### src/rtl/seven_segment_decoder.sv
// rtl/seven_segment_decoder.sv - two-digit seven-segment pattern decoder with input debounce
// Captures tens/ones patterns, waits for them to hold steady, then reports 0..31 or an error.
module seven_segment_decoder #(
  parameter int STABLE_CYCLES = 4
) (
  input  logic       clk,
  input  logic       reset,
  input  logic [6:0] tens_digit,
  input  logic [6:0] ones_digit,
  input  logic       sample_valid,
  output logic [4:0] number,
  output logic       number_valid,
  input  logic       number_ready,
  output logic       error,
  output logic       busy
);

  typedef enum logic [1:0] {IDLE, SETTLE, DECODE, OUTPUT} state_t;

  localparam logic [3:0] LAST_COUNT = 4'(STABLE_CYCLES - 1);

  state_t     state;
  logic [3:0] count;
  logic [6:0] tens_cap;
  logic [6:0] ones_cap;

  logic [4:0] tens_dec;
  logic [4:0] ones_dec;
  logic [6:0] sum;
  logic       decode_ok;
  logic       inputs_match;

  // Returns {legal, value}; segment order is a..g from bit 6 down to bit 0.
  function automatic logic [4:0] seg_decode(input logic [6:0] seg);
    case (seg)
      7'b1111110: return 5'b1_0000;
      7'b0110000: return 5'b1_0001;
      7'b1101101: return 5'b1_0010;
      7'b1111001: return 5'b1_0011;
      7'b0110011: return 5'b1_0100;
      7'b1011011: return 5'b1_0101;
      7'b1011111: return 5'b1_0110;
      7'b1110000: return 5'b1_0111;
      7'b1111111: return 5'b1_1000;
      7'b1111011: return 5'b1_1001;
      default:    return 5'b0_0000;
    endcase
  endfunction

  always_comb begin
    // A dark tens digit is a leading blank, i.e. zero; a dark ones digit is not.
    tens_dec     = (tens_cap == 7'b0000000) ? 5'b1_0000 : seg_decode(tens_cap);
    ones_dec     = seg_decode(ones_cap);
    sum          = ({3'b000, tens_dec[3:0]} * 7'd10) + {3'b000, ones_dec[3:0]};
    decode_ok    = tens_dec[4] && ones_dec[4] && (sum <= 7'd31);
    inputs_match = (tens_digit == tens_cap) && (ones_digit == ones_cap);
  end

  always_ff @(posedge clk or posedge reset) begin
    if (reset) begin
      state        <= IDLE;
      count        <= 4'd0;
      tens_cap     <= 7'd0;
      ones_cap     <= 7'd0;
      number       <= 5'd0;
      number_valid <= 1'b0;
      error        <= 1'b0;
    end else begin
      case (state)
        IDLE: begin
          if (sample_valid) begin
            tens_cap <= tens_digit;
            ones_cap <= ones_digit;
            count    <= 4'd0;
            state    <= SETTLE;
          end
        end
        SETTLE: begin
          if (!sample_valid) begin
            state <= IDLE;
          end else if (inputs_match) begin
            if (count == LAST_COUNT) begin
              state <= DECODE;
            end else begin
              count <= count + 4'd1;
            end
          end else begin
            tens_cap <= tens_digit;
            ones_cap <= ones_digit;
            count    <= 4'd0;
          end
        end
        DECODE: begin
          number       <= decode_ok ? sum[4:0] : 5'd0;
          error        <= !decode_ok;
          number_valid <= 1'b1;
          state        <= OUTPUT;
        end
        OUTPUT: begin
          if (number_ready) begin
            number_valid <= 1'b0;
            state        <= IDLE;
          end
        end
        default: state <= IDLE;
      endcase
    end
  end

  assign busy = (state != IDLE);

endmodule

### config.mk
export PLATFORM = sky130hd
export DESIGN_NAME = seven_segment_decoder
export DESIGN_NICKNAME = d
export VERILOG_FILES = /design/src/rtl/seven_segment_decoder.sv
export SDC_FILE = /design/constraint.sdc
export NUM_CORES = 1
export LEC_CHECK = 0
export BUFFER_PORTS_ARGS = -buffer_cell sky130_fd_sc_hd__buf_2
export CORE_UTILIZATION = 32
export DETAILED_ROUTE_END_ITERATION = 8
export PLACE_DENSITY_LB_ADDON = 0.15
export SLEW_MARGIN = 20
export SYNTH_ARGS = -nofsm -noshare
export SYNTH_HDL_FRONTEND = slang
export SYNTH_SLANG_ARGS = --single-unit
### constraint.sdc
create_clock -name clk -period 5 [get_ports clk]
set_input_delay 1.5 -clock clk [delete_from_list [all_inputs] [get_ports clk]]
set_output_delay 1.5 -clock clk [all_outputs]
set_load 0.01 [all_outputs]
# Word-level counts from Yosys, hierarchy flattened
# Cells that the tools add are included.
[totals]
reg_bits = 27
latch_bits = 0
ramBits = 0
romBits = 0
input_bits = 18
wordCells = 82
mem_count = 0
[classes]
n_addsub = 2
multipliers = 1
div_mod_pow = 0
magnitude_cmp = 1
n_eq_ne = 33
shift = 0
n_mux = 25
n_bitwise = 0
n_reduce_logical = 13
[ops]
columns = ["cell", "n"]
rows = [
  ["== test 7 bit, second input constant", 16],
  ["case mux 5 bit (10 select lines)", 2],
  ["two-way mux 7 bit", 6],
  ["== test 7 x 6 -> 1 bit, second input constant", 4],
  ["case mux 7 bit (2 select lines)", 2],
  ["two-way mux 4 bit", 4],
  ["== test 7 bit", 2],
  ["AND reduction 4 bit", 3],
  ["two-way mux 2 bit", 5],
  ["two-way mux 5 bit", 2],
  ["!= test 3 bit, second input constant", 3],
  ["!= test 2 bit, second input constant", 4],
  ["case mux 2 bit (4 select lines)", 1],
  ["case mux 4 bit (2 select lines)", 1],
  ["adder 7 x 4 -> 7 bit", 1],
  ["<= comparator 7 x 5 -> 1 bit, second input constant", 1],
  ["zero test 7 bit", 1],
  ["multiplier 4 x 3 -> 6 bit, second input constant", 1],
  ["nonzero test 2 bit", 3],
  ["adder 4 x 1 -> 4 bit, second input constant", 1],
  ["== test 2 bit, second input constant", 2],
  ["== test 4 x 2 -> 1 bit, second input constant", 1],
  ["logical AND 1 bit", 3],
  ["== test 2 x 1 -> 1 bit, second input constant", 1],
  ["other kinds (5)", 5],
]

# Logic depth before layout (Yosys ltp)
# Gate-level depths: netlist of run 1.
[logic_depth]
depth_word = 8
ltp_mapped = 14
mapped_depth_nobuf = 13

# Worst setup path after synthesis of run 1
# No wires, ideal clock.
[synth_path]
kind = "reg-to-reg"
startpoint = "register tens_cap[3]"
endpoint = "register number[4]"
setup_ps = 96
arrival_ps = 2990
setup_slack_ps = 1915
stages_incl_launch_ff = 13
path_buffers = 1
period_less_slack_ps = 3085
path_cell_list = "dfrtp_1 buf_6 or3_1 a211oi_1 ha_1 ha_1 inv_1 fa_1 xor2_1 nor2_1 a311oi_1 a41oi_2 o31ai_1"
[synth_via]
elab_chain_cells = 8
word_cells_on_any_way = 19
classes_between = "add/sub: 1; mul: 1; order compare: 1; eq/ne: 10; mux: 3; reduce/logical: 3"
[synth_lines]
columns = ["element", "line_no", "source"]
rows = [
  ["from (decl)", "24", "logic [6:0] tens_cap;"],
  ["from (signal assigned)", "72", "tens_cap <= tens_digit;"],
  ["from (signal assigned)", "88", "tens_cap <= tens_digit;"],
  ["== test 7 bit / == test 7 x 6 -> 1 bit (equally long branches)", "35", "case (seg)"],
  ["case mux 5 bit (10 select lines)", "35", ""],
  ["two-way mux 5 bit *", "52", "tens_dec = (tens_cap == 7'b0000000) ? 5'b1_0000 : seg_decode(tens_cap);"],
  ["multiplier 4 x 3 -> 6 bit", "54", "sum = ({3'b000, tens_dec[3:0]} * 7'd10) + {3'b000, ones_dec[3:0]};"],
  ["adder 7 x 4 -> 7 bit", "54", ""],
  ["<= comparator 7 x 5 -> 1 bit", "55", "decode_ok = tens_dec[4] && ones_dec[4] && (sum <= 7'd31);"],
  ["logical AND 1 bit", "55", ""],
  ["two-way mux 5 bit *", "94", "number <= decode_ok ? sum[4:0] : 5'd0;"],
  ["to (signal assigned)", "94", ""],
  ["to (decl)", "11", "output logic [4:0] number,"],
]
# Mark *: on every way between the ends. The rest lies on a longest branch, timed or not.
# A chain may end at the register's enable or synchronous reset.

# Worst setup path in the final report of run 1
# Ends and elaborated chain as after synthesis.

==> results.ini, run 1 <==
[outcome]
run_status=finished, final reports clean

[logic_synthesis]
synth.area.top_cells=sky130_fd_sc_hd__dfrtp_1 (34%), sky130_fd_sc_hd__xnor2_1 (8.0%), sky130_fd_sc_hd__mux2_2 (6.9%), sky130_fd_sc_hd__nand2_1 (4.6%), sky130_fd_sc_hd__ha_1 (3.8%)
synth-async-reset-ratio=1.00
synthesis.instances=211
synth.net_count=236
ys_seq_area_frac=0.343
synthDominantCellAreaShare=0.343
synthFlopType=sky130_fd_sc_hd__dfrtp_1
synth_top_area_cell=sky130_fd_sc_hd__dfrtp_1
synth_top_cells_by_count=sky130_fd_sc_hd__dfrtp_1 (27), sky130_fd_sc_hd__nand2_1 (24), sky130_fd_sc_hd__xnor2_1 (18), sky130_fd_sc_hd__nor2_1 (15), sky130_fd_sc_hd__o21ai_0 (13)
synthDistinctLibCells=56
synth_edf_count=0
synth_seq_cells=27
netlist_area_um2=1970
synth_most_common_cell=sky130_fd_sc_hd__dfrtp_1
yosysWarningCount=0
syn_avg_cell_area_um2=9.33

[cts]
worstSkewPairLatency_ns=0.28
clkTransAtPathRegs_ns=0.10
cts_setup_buffers=0
clock_tree.htree_level_count=1
number_of_clock_sinks_seen_by_cts=27
number_of_cts_inserted_buffers=3
cts_resized=0
post_cts_hold_buffer_count=0
cts_tree=done
clockRootBuffer=sky130_fd_sc_hd__clkbuf_8
clock_tree.buffer_depth=2

[sta]
final-setup-viol-count=0
final-max-slew-violation-count=0
clock.fmax_mhz=289
rsz0062_at_grt=no
finalHoldViolations=0
finalClockSkew_ns=0.00666
fin_tns_setup_ns=0
max-slew-margin-rel=0.459
tightestPinTransition_ns=0.810
timing.final.crit_period_ns=3.46
postLayoutSetupSlackWorst_ns=1.54
timing.final.crit_share=0.692

[worst_setup_path]
crit_fanout=9
worstSetupEndpointType=flop
critPathRequiredTime_ns=5.19
r2r-start=tens_cap[3]
critical_path_class=flop to flop
worst-path-buf-inv=1
cpLargestDelayFamily=compound AO/OA/AOI/OAI gates
worstPathCellList=or3_1 > a211oi_1 > ha_1 > ha_1 > inv_1 > fa_1 > xor2_1 > nor2_1 > a311oi_1 > a41oi_2 > o31ai_1
crit_arrival_ns=3.65
critPathMostFrequentCell=sky130_fd_sc_hd__ha_1
startpoint=tens_cap[3]
critical_path.slowest_cell=sky130_fd_sc_hd__dfrtp_1
max_stage_delay_ns=0.50
worst_setup_path_start_kind=flop

[power]
powerDensity_nw_per_um2=226
leakage_nw=0.863
ir_drop_uv=139

[placed_design]
port-buffer-count=25
preCtsSetupSlack_ns=1.53
detailed_place.area_um2=2110
dpl.hpwl_mm=3.02
routabilityCongestion=0.741
post-place-cells=298

[worst_hold_path]
hold_path_startpoint=number[2]
holdCritPathClass=flop to flop

[finish]
postLayoutCoreUtil=0.364
insertedDiodeCount=0
layout.cells.non_filler=302
area_growth_pct=9.47
share_of_final_layout_standard_cells_stronger_than_drive_strength_1=0.251
nets=253
layout.cell_area.non_filler_um2=2160

[floorplanning]
die_w_um=80.5
ios=26
placeableCoreArea_um2=5920
die_height_um=80.5
floorplan.initialDensity=0.333
fp.dieArea_um2=6470
placement_rows=28

[global_routing]
grt_first_pass_wirelength_mm=6.62
grt_use_total=0.131
globalRoute.totalOverflow=0
grt_max_degree=25
number_of_global_route_vias_before_repair=1436
grt_antenna_before_repair=0

[routing]
route.antenna.remaining_nets=0
routedWlPerCell_um=13.0
detail_route.vias_per_cell=5.01
detail_route.drc_violations=0
detail_route.first_pass.iterations=4
vias=1514
routed_wirelength_mm=3.93
detail_route.iter0.violations=72

[flow_run]
maxCapViolations=0

[worst register-to-register path: cells and delay by family (launching register included)]
family	cells	cell delay, ns
AOI/OAI and AO/OA	4	1.25
adders and majority gates	3	0.72
and+or+nand+nor	2	0.54
DFF	1	0.50
xor gates and xnor gates	1	0.32
buffers and inverters	1	0.05
[cell type report]
class / instances / area (um^2)
clock buffer: 3 / 41.3
inverter: 8 / 30.0
clock inverter: 1 / 8.76
sequential: 27 / 676
timing repair buffer: 26 / 133
fill: 604 / 3760
tap: 75 / 93.8
multi-input combinational: 162 / 1170
[kinds of logic after synthesis]
group / Yosys count / synth area share
other: 1 / 0.00190
and+or+nand+nor: 81 / 0.217
buffers and inverters: 22 / 0.0610
adders and majority gates: 8 / 0.0540
AOI/OAI and AO/OA: 38 / 0.156
muxes: 13 / 0.0743
xor gates and xnor gates: 21 / 0.0934
DFF: 27 / 0.343
[where the power goes]
part	internal, mW	switching (mW)
Clock	0.0586	0.0762
Sequential	0.230	0.0284
Combinational	0.0482	0.0461
[registers in the layout, indices dropped and copies added, names as in the netlist, named ones only]
name and flops:
error 1, state 1, number_valid 1, count 4
ones_cap 7, tens_cap 7, number 5
[metrics by stage]
| stage | hold WS, ns | power, mW |
|---|---|---|
| after global routing | 0.515 | 0.522 |
| after detailed placement | 0.466 | 0.357 |
| after CTS | 0.490 | 0.497 |
| after global placement | 0.463 | 0.358 |
| after floorplan | 0.496 | 0.339 |
| final | 0.481 | 0.487 |
[cell usage in the layout (no fill, tap or decap), types with 3 or more instances in the layout]
cell | netlist | routed
sky130_fd_sc_hd__buf_2 | 6 | 25
sky130_fd_sc_hd__xor2_1 | 3 | 3
sky130_fd_sc_hd__nand4_1 | 5 | 5
sky130_fd_sc_hd__nand3_1 | 10 | 10
sky130_fd_sc_hd__inv_1 | 8 | 8
sky130_fd_sc_hd__o21ai_0 | 13 | 13
sky130_fd_sc_hd__nor2_1 | 15 | 15
sky130_fd_sc_hd__xnor2_1 | 18 | 18
sky130_fd_sc_hd__mux2_2 | 12 | 12
sky130_fd_sc_hd__ha_1 | 6 | 6
sky130_fd_sc_hd__clkbuf_8 | 0 | 3
sky130_fd_sc_hd__nand2_1 | 24 | 24
sky130_fd_sc_hd__a21oi_1 | 3 | 3
sky130_fd_sc_hd__dfrtp_1 | 27 | 27
[worst paths after layout]
kind | to | slack [ns] | cells past startpoint
max in group asynchronous | ones_cap[0] | 3.39 | 3
min in group asynchronous | number[4] | 1.08 | 2
setup reg to reg | number[4] | 1.54 | 11
hold reg to reg | number[2] | 0.48 | 2
hold / removal | number[2] | 0.48 | 2
setup / recovery | number[4] | 1.54 | 11
[per-layer routing]
| layer | share of wire | GRT usage |
|---|---|---|
| met1 | 0.50 | 0.177 |
| met2 | 0.46 | 0.213 |
| met3 | 0.035 | 0.0250 |
| met4 | 0.0059 | 0.0321 |
| met5 | 0 | 0 |
No activity file was read; power rests on OpenSTA's default activity.
==> inputs of run 2 (changes only) <==
Clock period 5 ns to 3.3 ns, I/O delays scaled along.
==> results.ini, run 2 (synthesis gave the netlist of run 1 again) <==
[outcome]
run_status=finished, final reports clean

[worst_setup_path]
worst-path-buf-inv=1  ; unchanged
crit_fanout=6  ; -3
critPathRequiredTime_ns=3.49  ; -1.70 ns
critical_path.slowest_cell=sky130_fd_sc_hd__dfrtp_1
worstSetupEndpointType=flop
reg2regPathDepth=13  ; +2
crit_arrival_ns=3.26  ; -0.39 ns
worstPathCellList=or2b_2 > o22ai_1 > and4_1 > a21o_1 > ha_1 > ha_1 > inv_1 > fa_2 > xor2_4 > nor2_1 > a311oi_2 > a41oi_2 > o31ai_1
max_stage_delay_ns=0.44  ; -0.06 ns
crit_cells=13  ; +2
critical_path_class=flop to flop
worst_setup_path_start_kind=flop
cpLargestDelayFamily=compound AO/OA/AOI/OAI gates
critPathMostFrequentCell=sky130_fd_sc_hd__ha_1

[routing]
routed_wirelength_mm=4.17  ; +6.3%
detail_route.iter0.violations=39  ; -46%
detail_route.vias_per_cell=4.98  ; -0.71%
detail_route.drc_violations=0  ; unchanged
met1Wirelength_mm=2.08  ; +5.1%
route.antenna.remaining_nets=0  ; unchanged
met2_length_mm=1.95  ; +9.0%
vias=1553  ; +2.6%
routedWlPerCell_um=13.4  ; +2.9%
maxUsedRoutingLayer=met4
detail_route.first_pass.iterations=4  ; unchanged
met3_routed_wirelength_um=121  ; -13%

[power]
leakage_nw=0.914  ; +5.8%
switching_fraction=0.307  ; -0.00204
seq_power_share=0.502  ; -0.028
report.power.total_mw=0.756  ; +55%
ir_drop_uv=132  ; -5.2%
powerDensity_nw_per_um2=333  ; +47%
combinational_fraction_of_design_power=0.237  ; +0.044
total_switching_power_mw=0.232  ; +54%
cell_internal_pwr_mw=0.524  ; +56%
clock_power_share=0.261  ; -0.016

[finish]
biggestRegsByFlops=ones_cap: 7 flops, tens_cap: 7 flops, number: 5 flops
filler_cell_count=620  ; +2.6%
area_growth_pct=15.2
footprint_of_the_multi_input_gates_um2=1210  ; +3.3%
nets=263  ; +4.0%
sequential_cell_area_um2=677  ; +0.19%
layout.cells.non_filler=312  ; +3.3%
share_of_final_layout_standard_cells_stronger_than_drive_strength_1=0.308  ; +0.0569
insertedDiodeCount=0  ; unchanged
mostFrequentLayoutCells=sky130_fd_sc_hd__dfrtp_1 (26), sky130_fd_sc_hd__buf_2 (25), sky130_fd_sc_hd__nand2_1 (24)
layout.cells.most_common=sky130_fd_sc_hd__dfrtp_1

[floorplanning]
fp.dieArea_um2=6470  ; unchanged
placeableCoreArea_um2=5920  ; unchanged
die_w_um=80.5  ; unchanged
placement_rows=28  ; unchanged
floorplan.initialDensity=0.333  ; unchanged
die_height_um=80.5  ; unchanged
ios=26  ; unchanged

[placed_design]
routabilityCongestion=0.861  ; +16%
post-place-cells=306  ; +2.7%
dpl.hpwl_mm=3.18  ; +5.3%
port-buffer-count=25  ; unchanged

[sta]
timing.final.crit_period_ns=3.07  ; -0.389 ns
timing.final.crit_share=0.931  ; +0.239
final-max-slew-violation-count=0  ; unchanged
finalClockSkew_ns=0.00473  ; -0.00192 ns
tightestPinTransition_ns=0.822  ; +0.0116 ns
rsz0062_at_grt=no
finalHoldViolations=0  ; unchanged
final-setup-viol-count=0  ; unchanged
max-slew-margin-rel=0.451  ; -0.00772
clock.fmax_mhz=326  ; +13%

[cts]
number_of_clock_sinks_seen_by_cts=27  ; unchanged
clockRootBuffer=sky130_fd_sc_hd__clkbuf_8
worstSkewPairLatency_ns=0.28  ; about the same
cts_tree=done
clkTransAtPathRegs_ns=0.10  ; about the same
clock_tree.buffer_depth=2  ; unchanged
clock_tree.htree_level_count=1  ; unchanged
number_of_cts_inserted_buffers=3  ; unchanged

[global_routing]
grt_max_degree=28  ; +12%
grt_antenna_before_repair=0  ; unchanged
globalRoute.totalOverflow=0  ; unchanged
grt_use_total=0.144  ; +0.0126
number_of_global_route_vias_before_repair=1515  ; +5.5%
grt_first_pass_wirelength_mm=7.14  ; +7.9%

[flow_run]
maxCapViolations=0  ; unchanged

[worst_hold_path]
holdPathStages=2  ; unchanged
holdCritPathClass=flop to flop

==> run 2: worst register-to-register path, stage by stage, from the launching register on <==
cell and delay [ns]:
sky130_fd_sc_hd__dfrtp_1 0.44, sky130_fd_sc_hd__or2b_2 0.33, sky130_fd_sc_hd__o22ai_1 0.12, sky130_fd_sc_hd__and4_1 0.23
sky130_fd_sc_hd__a21o_1 0.12, sky130_fd_sc_hd__ha_1 0.15, sky130_fd_sc_hd__ha_1 0.13, sky130_fd_sc_hd__inv_1 0.05
sky130_fd_sc_hd__fa_2 0.37, sky130_fd_sc_hd__xor2_4 0.20, sky130_fd_sc_hd__nor2_1 0.09, sky130_fd_sc_hd__a311oi_2 0.27
sky130_fd_sc_hd__a41oi_2 0.24, sky130_fd_sc_hd__o31ai_1 0.27
==> run 2: cell type report <==
class	count	share of cell area
Sequential cell	27	0.298
Clock inverter	1	0.00331
Timing Repair Buffer	36	0.0915
Clock buffer	3	0.0182
Inverter	8	0.0132
Multi-Input combinational cell	162	0.534
Tap cell	75	0.0413
==> run 2: power groups by stage <==
stage | Combinational [mW] | Sequential [mW] | Clock (mW)
2_1_floorplan | 0.150 | 0.363 | 0
3_3_place_gp | 0.174 | 0.386 | 0
3_5_place_dp | 0.173 | 0.386 | 0
4_1_cts | 0.175 | 0.379 | 0.210
5_1_grt | 0.201 | 0.382 | 0.223
6_report | 0.179 | 0.379 | 0.197
==> run 2: path summary, 6_finish.rpt <==
path                                  start          end  slack (ns)
worst min register to register    number[4]    number[4]        0.49
worst max-delay path            tens_cap[5]    number[4]        0.23
worst max register to register  tens_cap[5]    number[4]        0.23
min in group asynchronous             reset    number[3]        0.76
worst min-delay path              number[4]    number[4]        0.49
max in group asynchronous             reset  tens_cap[2]        2.24
==> run 2: per-layer routing <==
metal  vias to the layer above  global-route usage
li1                        795                   -
met3                         2              0.0216
met1                       729               0.197
met2                        27               0.229
met4                         0              0.0482
met5                         -                   0
==> run 2: through the flow <==
| stage | setup slack (ns) | hold WS (ns) | TNS, ns | cell area, um^2 | utilization |
|---|---|---|---|---|---|
| 2_1_floorplan | 0.215 | 0.496 | 0 | 1970 | - |
| 3_3_place_gp | 0.0626 | 0.460 | 0 | 2170 | 0.366 |
| 3_5_place_dp | -0.0387 | 0.471 | -0.0479 | 2170 | 0.366 |
| 4_1_cts | 0.0179 | 0.496 | 0 | 2230 | 0.376 |
| 5_1_grt | 0.0282 | 0.533 | 0 | 2270 | 0.383 |
| 6_report | 0.229 | 0.492 | 0 | 2270 | 0.383 |
==> run 2: repair_timing <==
action | in CTS | in global routing
resized for setup | 2 | 6
setup buffers | 0 | 2
hold buffers | 0 | 0
pin swaps | 0 | 4
endpoints found under the setup margin | 5 | 6
==> inputs of run 3 (changes only) <==
Settings changed: CORE_UTILIZATION 32 to 58.
==> results.ini, run 3 (synthesis gave the netlist of run 1 again) <==
[flow_run]
maxCapViolations=0  ; unchanged

[cts]
number_of_clock_sinks_seen_by_cts=27  ; unchanged
worstSkewPairLatency_ns=0.33  ; +0.05 ns
clkTransAtPathRegs_ns=0.14  ; +0.04 ns
clockRootBuffer=sky130_fd_sc_hd__clkbuf_4
cts_tree=done
post_cts_hold_buffer_count=0  ; unchanged
clock_tree.buffer_depth=2  ; unchanged
number_of_cts_inserted_buffers=3  ; unchanged
clock_tree.htree_level_count=1  ; unchanged

[global_routing]
grt_first_pass_wirelength_mm=6.64  ; -7.0%
grt_antenna_before_repair=0  ; unchanged
grt_max_degree=28  ; unchanged
globalRoute.totalOverflow=0  ; unchanged
number_of_global_route_vias_before_repair=1516  ; +0.066%
grt_use_total=0.251  ; +0.107

[sta]
timing.final.crit_share=0.952  ; +0.0210
finalHoldViolations=0  ; unchanged
finalClockSkew_ns=0.00324  ; -0.00149 ns
tightestPinTransition_ns=0.776  ; -0.0461 ns
final-max-slew-violation-count=0  ; unchanged
final-setup-viol-count=0  ; unchanged
clock.fmax_mhz=318  ; -2.2%
max-slew-margin-rel=0.482  ; +0.0308
worst_hold_slack_ns=0.489  ; -0.00328 ns
timing.final.crit_period_ns=3.14  ; +0.0694 ns

[floorplanning]
die_height_um=60.3  ; -25%
ios=26  ; unchanged
fp.dieArea_um2=3630  ; -44%
placeableCoreArea_um2=3130  ; -47%
die_w_um=60.3  ; -25%
floorplan.initialDensity=0.630  ; +0.297
placement_rows=20  ; -29%

[routing]
detail_route.drc_violations=0  ; unchanged
route.antenna.remaining_nets=0  ; unchanged
detail_route.vias_per_cell=5.87  ; +18%
routed_wirelength_mm=4.07  ; -2.4%
routedWlPerCell_um=14.7  ; +9.5%
vias=1633  ; +5.2%
detail_route.first_pass.iterations=4  ; unchanged
detail_route.iter0.violations=73  ; +87%

[finish]
layout.cells.most_common=sky130_fd_sc_hd__dfrtp_1
mostFrequentLayoutCells=sky130_fd_sc_hd__dfrtp_1 (26), sky130_fd_sc_hd__buf_2 (25), sky130_fd_sc_hd__nand2_1 (24)
biggestRegsByFlops=ones_cap: 7 flops, tens_cap: 7 flops, number: 5 flops
area_growth_pct=11.4
nets=260  ; -1.1%
insertedDiodeCount=0  ; unchanged
share_of_final_layout_standard_cells_stronger_than_drive_strength_1=0.312  ; +0.00395

[worst_setup_path]
max_stage_delay_ns=0.48  ; +0.04 ns
worstPathCellList=buf_4 > or2b_1 > a211oi_2 > a31oi_1 > o21ai_0 > ha_1 > inv_1 > fa_2 > xor2_2 > or3_1 > a41oi_4 > o21ai_0
crit_arrival_ns=3.36  ; +0.10 ns
critical_path_class=flop to flop
critPathRequiredTime_ns=3.52  ; +0.03 ns
critPathMostFrequentCell=sky130_fd_sc_hd__o21ai_0
worst_setup_path_start_kind=flop
crit_fanout=6  ; unchanged
critical_path.slowest_cell=sky130_fd_sc_hd__dfrtp_1
worstSetupEndpointType=flop

[power]
leakage_nw=0.893  ; -2.3%
ir_drop_uv=265  ; +100%
powerDensity_nw_per_um2=320  ; -3.8%
seq_power_share=0.544  ; +0.042
combinational_fraction_of_design_power=0.248  ; +0.011
switching_fraction=0.317  ; +0.00960
report.power.total_mw=0.703  ; -7.0%
total_switching_power_mw=0.223  ; -4.1%
cell_internal_pwr_mw=0.480  ; -8.3%
clock_power_share=0.208  ; -0.053

[placed_design]
routabilityCongestion=0.800  ; -7.0%
port-buffer-count=25  ; unchanged
dpl.hpwl_mm=2.99  ; -6.0%

[worst_hold_path]
holdCritPathClass=flop to flop

[outcome]
run_status=finished, final reports clean

run 3: cell type report:
cell class / instances / area, um^2
Clock inverter: 1 / 5.00
Timing Repair Buffer: 33 / 185
Inverter: 8 / 30.0
Multi-Input combinational cell: 162 / 1220
Tap cell: 44 / 55.1
Clock buffer: 3 / 22.5
Sequential cell: 27 / 677
Fill cell: 256 / 933
run 3: power by group through the flow:
stage	Combinational [mW]	Clock, mW	Sequential [mW]
floorplan	0.150	0	0.363
detailed placement	0.164	0	0.387
finish	0.174	0.146	0.383
CTS	0.165	0.152	0.381
global placement	0.158	0	0.385
global route	0.193	0.167	0.387
run 3: metal layers:
metal / vias to the layer above / global-route usage / wire [um]
met4: 0 / 0.120 / 109
met3: 13 / 0.0411 / 137
met1: 791 / 0.316 / 1720
met5: - / 0 / 0
met2: 36 / 0.414 / 2110
li1: 793 / - / -
run 3: worst paths after layout:
path	start	end	cells after the start	slack, ns
min	number_valid	number_valid	2	0.49
max	tens_cap[4]	number[0]	12	0.16
max reg2reg	tens_cap[4]	number[0]	12	0.16
max in group asynchronous	reset	tens_cap[2]	2	2.20
min reg2reg	number_valid	number_valid	2	0.49
min in group asynchronous	reset	number[2]	2	0.69
run 3: metrics by stage:
step                setup WS, ns  utilization  setup TNS, ns  cells  instance area (um^2)
floorplan                  0.215            -              0    211                  1970
detailed placement      -0.00911        0.673       -0.00911    272                  2100
finish                     0.159        0.702              0    278                  2190
CTS                      0.00146        0.684              0    276                  2140
global placement           0.135        0.673              0    272                  2100
global route             -0.0130        0.702        -0.0130    278                  2190
run 3: worst max-delay path, delay by kind of cell (launching register included):
family,cells,cell delay [ns]
simple gates,2,0.67
xor+xnor,1,0.19
compound gates,5,0.95
buf+inv,2,0.24
fa+ha+maj,2,0.51
flops,1,0.48
run 3: repair_timing:
action | CTS | global route
pin swaps | 1 | 5
buffers inserted | 0 | 2
resized for setup | 1 | 8
endpoints found under the setup margin | 4 | 6
hold endpoints to repair | 0 | 0
